## src/rtl/game_tick_gen.sv

```systemverilog
// game_tick_gen: end-of-frame detector and per-channel update tick divider.
// Optional macro GAME_TICK_SKIP_CNT_EN adds the skip_cnt merged-tick counters.
module game_tick_gen #(
    parameter int NUM_CH = 4,
    parameter int CNT_W  = 4,
    parameter int X_W    = 10,
    parameter int Y_W    = 10,
    parameter int LAST_X = 639,
    parameter int LAST_Y = 479
) (
    input  logic                    in_clk,
    input  logic                    sys_reset_n,
    input  logic [X_W-1:0]          x_in,
    input  logic [Y_W-1:0]          y_in,
    input  logic [NUM_CH*CNT_W-1:0] period_in,
    input  logic [NUM_CH-1:0]       ch_en,
    input  logic                    pause,
    input  logic [NUM_CH-1:0]       ready_in,
    output logic [NUM_CH-1:0]       tick_out,
    output logic [NUM_CH-1:0]       pending_out,
`ifdef GAME_TICK_SKIP_CNT_EN
    output logic [NUM_CH*8-1:0]     skip_cnt,
`endif
    output logic [15:0]             frame_cnt
);

    logic                               match;
    logic                               match_q, match_d;
    logic                               arm_q, arm_d;
    logic                               fp_q, fp_d;
    logic [15:0]                        fcnt_q, fcnt_d;
    logic [NUM_CH-1:0][CNT_W-1:0]       cnt_q, cnt_d;
    logic [NUM_CH-1:0][CNT_W-1:0]       shp_q, shp_d;
    logic [NUM_CH-1:0]                  due;
    logic [NUM_CH-1:0]                  pend_q, pend_d;
    logic [NUM_CH-1:0]                  tick_q, tick_d;
`ifdef GAME_TICK_SKIP_CNT_EN
    logic [NUM_CH-1:0][7:0]             skip_q, skip_d;
`endif

    // Frame-end detection; arm blocks a pulse until match has been seen low
    // after reset, so a coordinate parked on the last pixel is not a new frame.
    always_comb begin
        match   = (x_in == X_W'(LAST_X)) && (y_in == Y_W'(LAST_Y));
        match_d = match;
        arm_d   = arm_q | ~match;
        fp_d    = match & ~match_q & arm_q;
        fcnt_d  = fcnt_q + {15'd0, fp_q};
    end

    // Per-channel divider, shadow period reload and ready handshake.
    always_comb begin
        cnt_d  = cnt_q;
        shp_d  = shp_q;
        due    = '0;
        tick_d = '0;
        pend_d = '0;
        for (int i = 0; i < NUM_CH; i++) begin
            if (!ch_en[i]) begin
                cnt_d[i] = '0;
                shp_d[i] = period_in[i*CNT_W +: CNT_W];
            end else if (fp_q && !pause) begin
                if (cnt_q[i] == shp_q[i]) begin
                    cnt_d[i] = '0;
                    shp_d[i] = period_in[i*CNT_W +: CNT_W];
                    due[i]   = 1'b1;
                end else begin
                    cnt_d[i] = cnt_q[i] + 1'b1;
                end
            end
            tick_d[i] = ch_en[i] & ready_in[i] & (due[i] | pend_q[i]);
            pend_d[i] = ch_en[i] & ~ready_in[i] & (due[i] | pend_q[i]);
        end
    end

`ifdef GAME_TICK_SKIP_CNT_EN
    // Saturating count of ticks that merged into an already-pending one.
    always_comb begin
        skip_d = skip_q;
        for (int i = 0; i < NUM_CH; i++) begin
            if (!ch_en[i]) begin
                skip_d[i] = '0;
            end else if (due[i] && pend_q[i] && skip_q[i] != 8'hFF) begin
                skip_d[i] = skip_q[i] + 8'd1;
            end
        end
    end

    // Skip counter state.
    always_ff @(posedge in_clk or negedge sys_reset_n) begin
        if (!sys_reset_n) begin
            skip_q <= '0;
        end else begin
            skip_q <= skip_d;
        end
    end

    assign skip_cnt = skip_q;
`endif

    // Main state registers.
    always_ff @(posedge in_clk or negedge sys_reset_n) begin
        if (!sys_reset_n) begin
            match_q <= 1'b0;
            arm_q   <= 1'b0;
            fp_q    <= 1'b0;
            fcnt_q  <= '0;
            cnt_q   <= '0;
            shp_q   <= '0;
            pend_q  <= '0;
            tick_q  <= '0;
        end else begin
            match_q <= match_d;
            arm_q   <= arm_d;
            fp_q    <= fp_d;
            fcnt_q  <= fcnt_d;
            cnt_q   <= cnt_d;
            shp_q   <= shp_d;
            pend_q  <= pend_d;
            tick_q  <= tick_d;
        end
    end

    assign tick_out    = tick_q;
    assign pending_out = pend_q;
    assign frame_cnt   = fcnt_q;

endmodule
```

## config.mk

```make
export PLATFORM = sky130hd
export DESIGN_NAME = game_tick_gen
export DESIGN_NICKNAME = d
export VERILOG_FILES = /design/src/rtl/game_tick_gen.sv
export SDC_FILE = /design/constraint.sdc
export NUM_CORES = 1
export LEC_CHECK = 0
export ABC_AREA = 0
export BUFFER_PORTS_ARGS = -buffer_cell sky130_fd_sc_hd__buf_2
export CAP_MARGIN = 0
export CELL_PAD_IN_SITES_DETAIL_PLACEMENT = 1
export CELL_PAD_IN_SITES_GLOBAL_PLACEMENT = 1
export CORE_ASPECT_RATIO = 0.8
export CORE_MARGIN = 2
export CORE_UTILIZATION = 41
export CTS_CLUSTER_DIAMETER = 150
export CTS_CLUSTER_SIZE = 40
export DETAILED_ROUTE_END_ITERATION = 10
export GPL_TIMING_DRIVEN = 0
export PLACE_DENSITY_LB_ADDON = 0.1
export SLEW_MARGIN = 20
export SYNTH_ARGS = -nofsm -noshare
export SYNTH_HDL_FRONTEND = slang
export SYNTH_SLANG_ARGS = --single-unit
```

## constraint.sdc

```tcl
create_clock -name in_clk -period 1.7 [get_ports in_clk]
set_input_delay 0.085 -clock in_clk [delete_from_list [all_inputs] [get_ports in_clk]]
set_output_delay 0.085 -clock in_clk [all_outputs]
set_load 0.03 [all_outputs]
```

Word level (Yosys, flattened, before mapping)
Index checks and enable logic that the tools add are counted.
{"block": "op_classes", "multipliers": 0, "n_addsub": 5, "order_cmp": 0, "eq_ne": 14, "reduce_logical": 7, "n_mux": 36, "div": 0, "n_bitwise": 29, "n_shift": 0}
{"op": "$mux W4", "count": 24}
{"op": "$and A1 B1 Y1", "count": 18}
{"op": "$add A16 B1 Y16", "count": 1}
{"op": "$add A4 B1 Y4 const B", "count": 4}
{"op": "$eq A4 B4 Y1", "count": 4}
{"op": "$ne A2 B1 Y1 const B", "count": 8}
{"op": "$mux W1", "count": 12}
{"op": "$eq A10 B10 Y1 const B", "count": 1}
{"op": "$eq A10 B9 Y1 const B", "count": 1}
{"op": "$reduce_and A2 Y1", "count": 4}
{"op": "$not A1 Y1", "count": 6}
{"op": "$or A1 B1 Y1", "count": 5}
{"op": "$logic_and A1 B1 Y1", "count": 2}
{"op": "$logic_not A1 Y1", "count": 1}
{"block": "word_totals", "word_cells": 105, "latchBits": 0, "ff_bits": 59, "rom_bits": 0, "out_inout_bits": 24, "mem_count": 0, "ram_bits": 0}

Depth between registers and ports, before layout
Gate-level depths: netlist (run 1).
{"block": "logic_depth", "depth_word": 6, "ltp_mapped": 6}

Least setup slack after synthesis (run 1)
OpenSTA, ideal clock, no wires.
{"block": "synth_timing", "kind": "register to register", "start": "reg fcnt_q[0], in the netlist frame_cnt[0]", "end": "reg fcnt_q[12], in the netlist frame_cnt[12]", "arrival_time_ns": 1.658, "path_stages_with_launch": 7, "synth_period_minus_slack_ns": 1.792, "setup_ns": 0.134, "slack_ns": -0.092, "n_path_buf": 0, "path_cell_list": "dfrtp_1 ha_1 ha_1 nand2_1 nor4_1 nand3_1 xnor2_1"}
{"block": "synth_via", "elab_chain_cells": 1}
{"element": "start, declared", "line": "31", "rtl": "logic [15:0] fcnt_q, fcnt_d;"}
{"element": "start signal, assigned", "line": "116", "rtl": "fcnt_q <= fcnt_d;"}
{"element": "$add A16 B1 Y16", "line": "48", "rtl": "fcnt_d = fcnt_q + {15'd0, fp_q};"}
{"element": "named net fcnt_d[12]", "line": "31"}
The timed path passes the listed nets, and every way through them passes these cells.
A chain may end at the register's enable or synchronous reset.

Final worst setup path (run 1)
{"block": "layout_timing", "start": "reg cnt_q[5] in the netlist's numbering", "end": "reg shp_q[6] in the netlist's numbering"}
{"block": "layout_via", "elab_chain_cells": 3}
{"element": "start, declared", "line": "32", "rtl": "logic [NUM_CH-1:0][CNT_W-1:0] cnt_q, cnt_d;"}
{"element": "start signal, assigned", "line": "117", "rtl": "cnt_q <= cnt_d;"}
{"element": "$eq A4 B4 Y1", "line": "63", "rtl": "if (cnt_q[i] == shp_q[i]) begin"}
{"element": "$ne A2 B1 Y1 (no line)"}
{"element": "$reduce_and A2 Y1 (no line)"}
{"element": "end signal, assigned", "line": "118", "rtl": "shp_q <= shp_d;"}
{"element": "end, declared", "line": "33", "rtl": "logic [NUM_CH-1:0][CNT_W-1:0] shp_q, shp_d;"}
No other way between the ends.

==> metrics.md, run 1 <==
| Metric | Value |
|---|---|
| CP delay by family, top | `flip-flops` |
| HP Class | `in -> reg` |
| RR Endpoint | `shp_q[6]$_DFFE_PN0P_` |
| Peak Freq | `0.6014 GHz` |
| Relative slew slack | `49.12%` |
| GRT Overall Usage | `20.71%` |
| Mapped Area | `~2700 µm²` |
| Setup violators final | `0` |
| Clock buffer depth | `2` |
| Final Cycle Share | `97.81%` |
| Critical path class | `reg -> reg` |
| Syn Nets | `298` |
| Placer Congestion | `0.7287` |
| Slowest stage delay, CP | `430 ps` |
| Hold EP | `match_q$_DFF_PN0_` |
| Max Slew Vio Count | `0` |
| Vias in the first global route | `2448` |
| Post-synth EDFFs | `0` |
| Slowest CP cell | `dfrtp_1` |
| FF-to-FF Start | `cnt_q[5]$_DFFE_PN0P_` |
| Instance area after placement | `between 3000 and 4000 µm²` |
| Post-route minimum period | `~1700 ps` |
| Ant diodes | `0` |
| Chip height | `approximately 77 µm` |
| Cells after Synth | `approximately 250` |
| Worst setup SP type | `flop` |
| Htree depth | `3` |
| Max Cap Viol | `0` |
| First-pass GRT wire length | `about 12000 µm` |
| DR vias/cell | `roughly 5.2` |
| Seq cells post-synth | `slightly below 60` |
| Max IR drop VDD | `roughly 500 µV` |
| NumNets Final | `just over 400` |
| R2R depth | `4` |
| Share of post-route cells with drive strength above 1 | `between 30% and 40%` |
| Synth async-reset ratio | `100.0%` |
| IO Port Bufs | `70` |
| CP Data Required Time | `1920 ps` |
| Number of library cell types mapped by synthesis | `36` |
| Total gr overflow | `0` |
| Min-Delay Startpoint | `y_in[4]` |
| Die Area | `between 7000 and 8000 µm²` |
| Max Fanout on Critical Path | `4` |
| Num Clock Sinks | `~60` |
| Status | `finished clean` |
| Worst Tran Pin Value | `~760 ps` |
| Core Footprint | `about 6400 µm²` |
| Routed vias | `between 2000 and 2500` |
| Final WL | `a little under 7000 µm` |
| Buf/Inv on CP | `0` |
| Residual DRC | `0` |
| Clock slew at reported path FFs | `approximately 60 ps` |
| CTS tree | `done` |
| Dpl hpwl | `4699 µm` |
| Cell depth of the worst min-delay path | `3` |
| RSZ-0062 raised after global routing | `true` |
| Clk_lat worst skew | `between 300 and 400 ps` |
| Wire per inst | `approximately 15 µm` |
| Initial antenna violation count | `0` |
| Final Util | `between 50% and 60%` |
| Mean Syn Cell Area | `11.20 µm²` |
| Initial Util | `42.62%` |
| Antenna viol nets, final | `0` |
| Synthesis-to-finish area growth | `35.28%` |
| DRT iter0 DRCs | `90` |
| Main synth FF type | `dfrtp_1` |
| I/O pin count | `71` |
| Clk_skew | `between 10 and 15 ps` |
| Die Wd | `95.49 µm` |
| CTS root buffer | `clkbuf_8` |
| CP Capture Type | `flop` |
| Clock buffer count from CTS | `9` |
| P_leak | `1.739 nW` |
| Reg-to-reg slack, setup | `between 30 and 40 ps` |
| Sequential cell area fraction in the yosys report | `between 50% and 60%` |
| Pin count of the biggest net entering global routing | `60` |
| Ys Warns | `0` |
| Post-route cell area | `between 3000 and 4000 µm²` |
| Placement Rows | `26` |
| Final Hold Fails | `0` |
| Power Dens Cells | `about 810 nW/µm²` |
| DRT Pass-1 Iters | `4` |
| Crit path cell chain | `xnor2_1, nand4_1, o21ai_4, mux2_2` |
| Arr. time, crit path | `1880 ps` |
==> layout make-up <==
cell class              instances  area (µm²)
plain buffers                   3       15.01
well taps                      84       105.1
repair buffers                 98       620.6
inverters                       4       15.01
multi-input cells             179        1300
flip-flops and latches         59        1478
clock buffers                  12       155.1
clock inverters                 4       25.02
fillers                       742        2728
==> how the worst max path moves through the flow <==
stage	from	to	slack, ps	cells past startpoint
4_1_cts	cnt_q[11]$_DFFE_PN0P_	shp_q[10]$_DFFE_PN0P_	-10	4
2_1_floorplan	frame_cnt[0]$_DFF_PN0_	frame_cnt[13]$_DFF_PN0_	40	5
3_5_place_dp	cnt_q[6]$_DFFE_PN0P_	shp_q[4]$_DFFE_PN0P_	-180	4
3_3_place_gp	cnt_q[7]$_DFFE_PN0P_	shp_q[4]$_DFFE_PN0P_	-90	4
6_report	cnt_q[5]$_DFFE_PN0P_	shp_q[6]$_DFFE_PN0P_	40	4
5_1_grt	cnt_q[5]$_DFFE_PN0P_	shp_q[4]$_DFFE_PN0P_	-50	4
==> cells in the mapped netlist, types with 4 or more instances <==
| master | number | area [µm²] |
|---|---|---|
| ha_1 | 6 | 75.07 |
| o21a_1 | 4 | 30.03 |
| nand4b_1 | 5 | 43.79 |
| a21oi_1 | 8 | 40.04 |
| xor2_1 | 5 | 43.79 |
| nand3_1 | 18 | 90.09 |
| inv_1 | 4 | 15.01 |
| nor3_1 | 5 | 25.02 |
| o21ai_0 | 8 | 40.04 |
| mux2_2 | 16 | 180.2 |
| dfrtp_1 | 59 | 1476 |
| a31oi_1 | 4 | 25.02 |
| nand4_1 | 6 | 37.54 |
| nand2_1 | 26 | 97.59 |
| xnor2_1 | 25 | 219.0 |
| nor4_1 | 4 | 25.02 |
| nor2_1 | 10 | 37.54 |
==> stage by stage <==
step           power, mW  cells  setup slack (ps)  hold WS (ps)  setup TNS [ps]
3_5_place_dp       1.795    399            -177.8         206.4           -1520
2_1_floorplan      1.669    245             37.99        -210.6               0
3_3_place_gp       1.782    399            -93.45         258.4          -716.7
6_report           2.997    443             37.23         23.97               0
4_1_cts            3.007    440            -13.81         9.045          -45.66
5_1_grt            3.157    443            -50.96         28.03          -471.8
==> tightest hold or removal path, cell delays in order <==
cell     delay, ps
buf_2           90
nand4_1        100
inv_1           40
==> what timing repair did <==
item / in CTS / in global routing
cloned: 0 / 0
endpoints found under the hold margin: 83 / 0
pin swaps: 4 / 4
hold buffers: 23 / 0
resized for setup: 6 / 7
buffers inserted: 2 / 3
endpoints found under the setup margin: 23 / 30
==> cell usage in the layout (no fill, tap or decap), types with 3 or more instances in the layout <==
master | Yosys | routed
dfrtp_1 | 59 | 58
nand2_1 | 26 | 26
nand4b_1 | 5 | 5
xor2_1 | 5 | 5
a31oi_1 | 4 | 4
o21ai_0 | 8 | 6
nand4_1 | 6 | 6
buf_4 | 0 | 6
nor2_1 | 10 | 10
buf_2 | 2 | 71
ha_1 | 6 | 5
o21ai_2 | 2 | 3
inv_1 | 4 | 4
mux2_2 | 16 | 16
nand3_1 | 18 | 18
o21a_1 | 4 | 4
nor4_1 | 4 | 3
xnor2_1 | 25 | 22
clkbuf_8 | 0 | 11
nor3b_1 | 3 | 3
dlygate4sd3_1 | 0 | 23
xnor2_2 | 0 | 3
a21oi_1 | 8 | 8
nor3_1 | 5 | 5
==> routing by layer <==
layer,wire [µm],vias to the layer above,GRT usage [%]
met5,0,-,0
met4,90,0,6.143
met3,332,12,7.760
met2,3243,62,31.55
met1,3100,1119,27.53
li1,-,1100,-
==> flip-flops by register name, indices dropped and copies added (netlist names) <==
name / count
cnt_q: 16
fp_q: 1
arm_q: 1
shp_q: 16
tick_out: 4
pending_out: 4
match_q: 1
frame_cnt: 16
==> cells by family (layout without fill, tap and decap cells) <==
group	after synthesis	count (layout)	synth area share, %
xor+xnor	30	30	9.571
flops	59	59	53.78
buf+inv	7	121	1.048
mux	16	16	6.563
compound gates	28	28	6.108
fa+ha+maj	6	6	2.735
simple gates	99	99	20.19
==> power breakdown <==
group / leakage, nW / internal, mW / total, mW / switching, mW
combinational: 0.872 / 0.185 / 0.326 / 0.141
sequential: 0.779 / 1.46 / 1.51 / 0.0502
clock: 0.0884 / 0.603 / 1.16 / 0.560
Power figures use the tool's default switching activity.
==> run 2: changes to the inputs <==
- CORE_ASPECT_RATIO: 0.8 -> unset
- CORE_UTILIZATION: 41 -> 40
==> metrics.md, run 2 (synthesis results as in run 1) <==
| Metric | Value |
|---|---|
| Seq pwr share | `50.7% (+0.4 points)` |
| Core Footprint | `6719 µm² (+4.3%)` |
| Peak Freq | `0.6158 GHz (+2.4%)` |
| Setup crit start | `fp_q$_DFF_PN0_` |
| Setup ws final | `76.00 ps (+38.76 ps)` |
| Die Area | `7541 µm² (+2.3%)` |
| Reg-to-reg slack, setup | `80 ps (+40 ps)` |
| Reg area | `1479 µm² (about the same)` |
| Internal | `2.243 mW (about the same)` |
| FF-to-FF Start | `fp_q$_DFF_PN0_` |
| IO Port Bufs | `70 (unchanged)` |
| Initial antenna violation count | `0 (unchanged)` |
| Final Cycle Share | `95.53% (-2.3 points)` |
| Max Cap Viol | `0 (unchanged)` |
| Post-route cell area | `3717 µm² (+0.10%)` |
| Setup violators final | `0 (unchanged)` |
| Residual DRC | `0 (unchanged)` |
| Total gr overflow | `0 (unchanged)` |
| P_leak | `1.731 nW (-0.43%)` |
| Vias in the first global route | `2358 (-3.7%)` |
| GRT Overall Usage | `17.73% (-3.0 points)` |
| DRT iter0 DRCs | `88 (-2.2%)` |
| Net Sw Power | `725.5 µW (-3.4%)` |
| Max Slew Vio Count | `0 (unchanged)` |
| Post-route minimum period | `1624 ps (-38.76 ps)` |
| Min-Delay Startpoint | `y_in[4]` |
| Buf/Inv on CP | `3 (+3)` |
| DR vias/cell | `5.194 (+0.35%)` |
| Final Hold Fails | `0 (unchanged)` |
| Clock buffer depth | `2 (unchanged)` |
| Footprint of the multi-input gates | `1320 µm² (+1.5%)` |
| HP Class | `in -> reg` |
| Num Clock Sinks | `59 (unchanged)` |
| CTS root buffer | `clkbuf_8` |
| Final WL | `6441 µm (-4.8%)` |
| Instance area after placement | `3206 µm² (-0.16%)` |
| Worst setup SP type | `flop` |
| Combinational share of power | `10.7% (-0.2 points)` |
| Critical path class | `reg -> reg` |
| First-pass GRT wire length | `10540 µm (-9.1%)` |
| Placer Congestion | `0.7377 (+1.2%)` |
| Slowest CP cell | `dfrtp_1` |
| Antenna viol nets, final | `0 (unchanged)` |
| Placement Rows | `30 (+15%)` |
| Setup TNS | `0 ps (unchanged)` |
| Chip height | `86.84 µm (+13%)` |
| Wire per inst | `14.71 µm (-3.7%)` |
| Share of post-route cells with drive strength above 1 | `35.20% (-0.18 points)` |
| Tot Pwr | `2.969 mW (-0.93%)` |
| Sw Share | `24.44% (-0.63 points)` |
| Fill count | `756 (+1.9%)` |
| CTS tree | `done` |
| Htree depth | `3 (unchanged)` |
| CP Capture Type | `flop` |
| NumNets Final | `406 (-0.25%)` |
| Cell depth of the worst min-delay path | `3 (unchanged)` |
| Synthesis-to-finish area growth | `35.41%` |
| RSZ-0062 raised after global routing | `true` |
| Crit path cell chain | `buf_4, nand2b_2, clkbuf_4, buf_2, nand2_1, a31oi_1` |
| RR Endpoint | `cnt_q[15]$_DFFE_PN0P_` |
| Clk_lat worst skew | `340 ps (about the same)` |
| Hold EP | `match_q$_DFF_PN0_` |
| Clock slew at reported path FFs | `70 ps (about the same)` |
| Relative slew slack | `51.28% (+2.2 points)` |
| Clock buffer count from CTS | `9 (unchanged)` |
| R2R depth | `6 (+2)` |
| Worst Tran Pin Value | `730.8 ps (-32.48 ps)` |
| Slowest stage delay, CP | `410 ps (-20 ps)` |
| Dpl hpwl | `4301 µm (-8.5%)` |
| Ant diodes | `0 (unchanged)` |
| Max Fanout on Critical Path | `10 (+6)` |
| Die Wd | `86.84 µm (-9.1%)` |
| Routed vias | `2275 (-0.78%)` |
| DP Worst Slack | `-130.8 ps (+46.95 ps)` |
| Initial Util | `40.86% (-1.8 points)` |
| Clk_skew | `6.753 ps (-5.187 ps)` |
| CP Data Required Time | `1950 ps (+30 ps)` |
| Most frequent cells in the layout | `70 x buf_2, 57 x dfrtp_1, 26 x nand2_1` |
| CP delay by family, top | `buffers and inverters` |
| Max IR drop VDD | `450.7 µV (-9.8%)` |
| Final hold slack | `21.63 ps (-2.341 ps)` |
| Clock share of power | `38.6% (-0.2 points)` |
| Power Dens Cells | `798.6 nW/µm² (-1.0%)` |
| Pin count of the biggest net entering global routing | `60 (unchanged)` |
| I/O pin count | `71 (unchanged)` |
| DRT Pass-1 Iters | `4 (unchanged)` |
| Most common cell after layout, fill and taps aside | `buf_2` |
| Status | `finished clean` |
| Arr. time, crit path | `1880 ps (about the same)` |
[run 2: changes by cell type in the layout (fill, tap and decap cells not counted), sizes merged]
cell / previous run / this run
buf: 77 / 75
clkbuf: 13 / 16
clkinvlp: 2 / 0
[run 2: worst max-delay path by stage]
stage                              endpoint  slack, ps  cells after the start
floorplan           frame_cnt[13]$_DFF_PN0_         40                      5
global placement       shp_q[9]$_DFFE_PN0P_        -90                      4
global route           shp_q[9]$_DFFE_PN0P_        -40                      4
detailed placement     shp_q[8]$_DFFE_PN0P_       -130                      4
finish                cnt_q[15]$_DFFE_PN0P_         80                      6
CTS                 frame_cnt[13]$_DFF_PN0_          9                      5
[run 2: through the flow]
step,utilization (%),std cells
final,55.33,438
after global routing,55.33,438
after CTS,54.10,436
after detailed placement,47.71,395
after global placement,47.67,395
after floorplan,-,245
[run 2: power groups by stage]
stage          registers [mW]  logic [mW]  clock network [mW]
2_1_floorplan            1.52       0.151                   0
3_3_place_gp             1.53       0.254                   0
3_5_place_dp             1.53       0.265                   0
4_1_cts                  1.50       0.312                1.17
5_1_grt                  1.51       0.354                1.25
6_report                 1.51       0.316                1.15
[run 2: layout make-up]
type	count	share of cell area [%]
plain buffers	3	0.4712
clock inverters	2	0.2693
multi-input cells	179	35.51
well taps	80	2.693
inverters	4	0.4039
clock buffers	14	4.376
repair buffers	97	16.49
flip-flops and latches	59	39.78
[run 2: what timing repair did]
item	4_1_cts	5_1_grt
pin swaps	4	3
setup endpoints to repair	20	27
buffers inserted	2	2
hold buffers	23	0
gates resized for setup	4	15
endpoints found under the hold margin	83	0
[run 2: per-layer routing]
metal	share of wire, %	global-route usage [%]	vias to the layer above
met5	0	0	-
met4	1.7	6.392	0
met3	4.3	4.381	14
met2	51	30.46	58
met1	43	21.50	1114
li1	-	-	1089
[run 2: worst min-delay path: stages]
cell	delay, ps
buf_2	90
nand4_1	100
inv_1	50
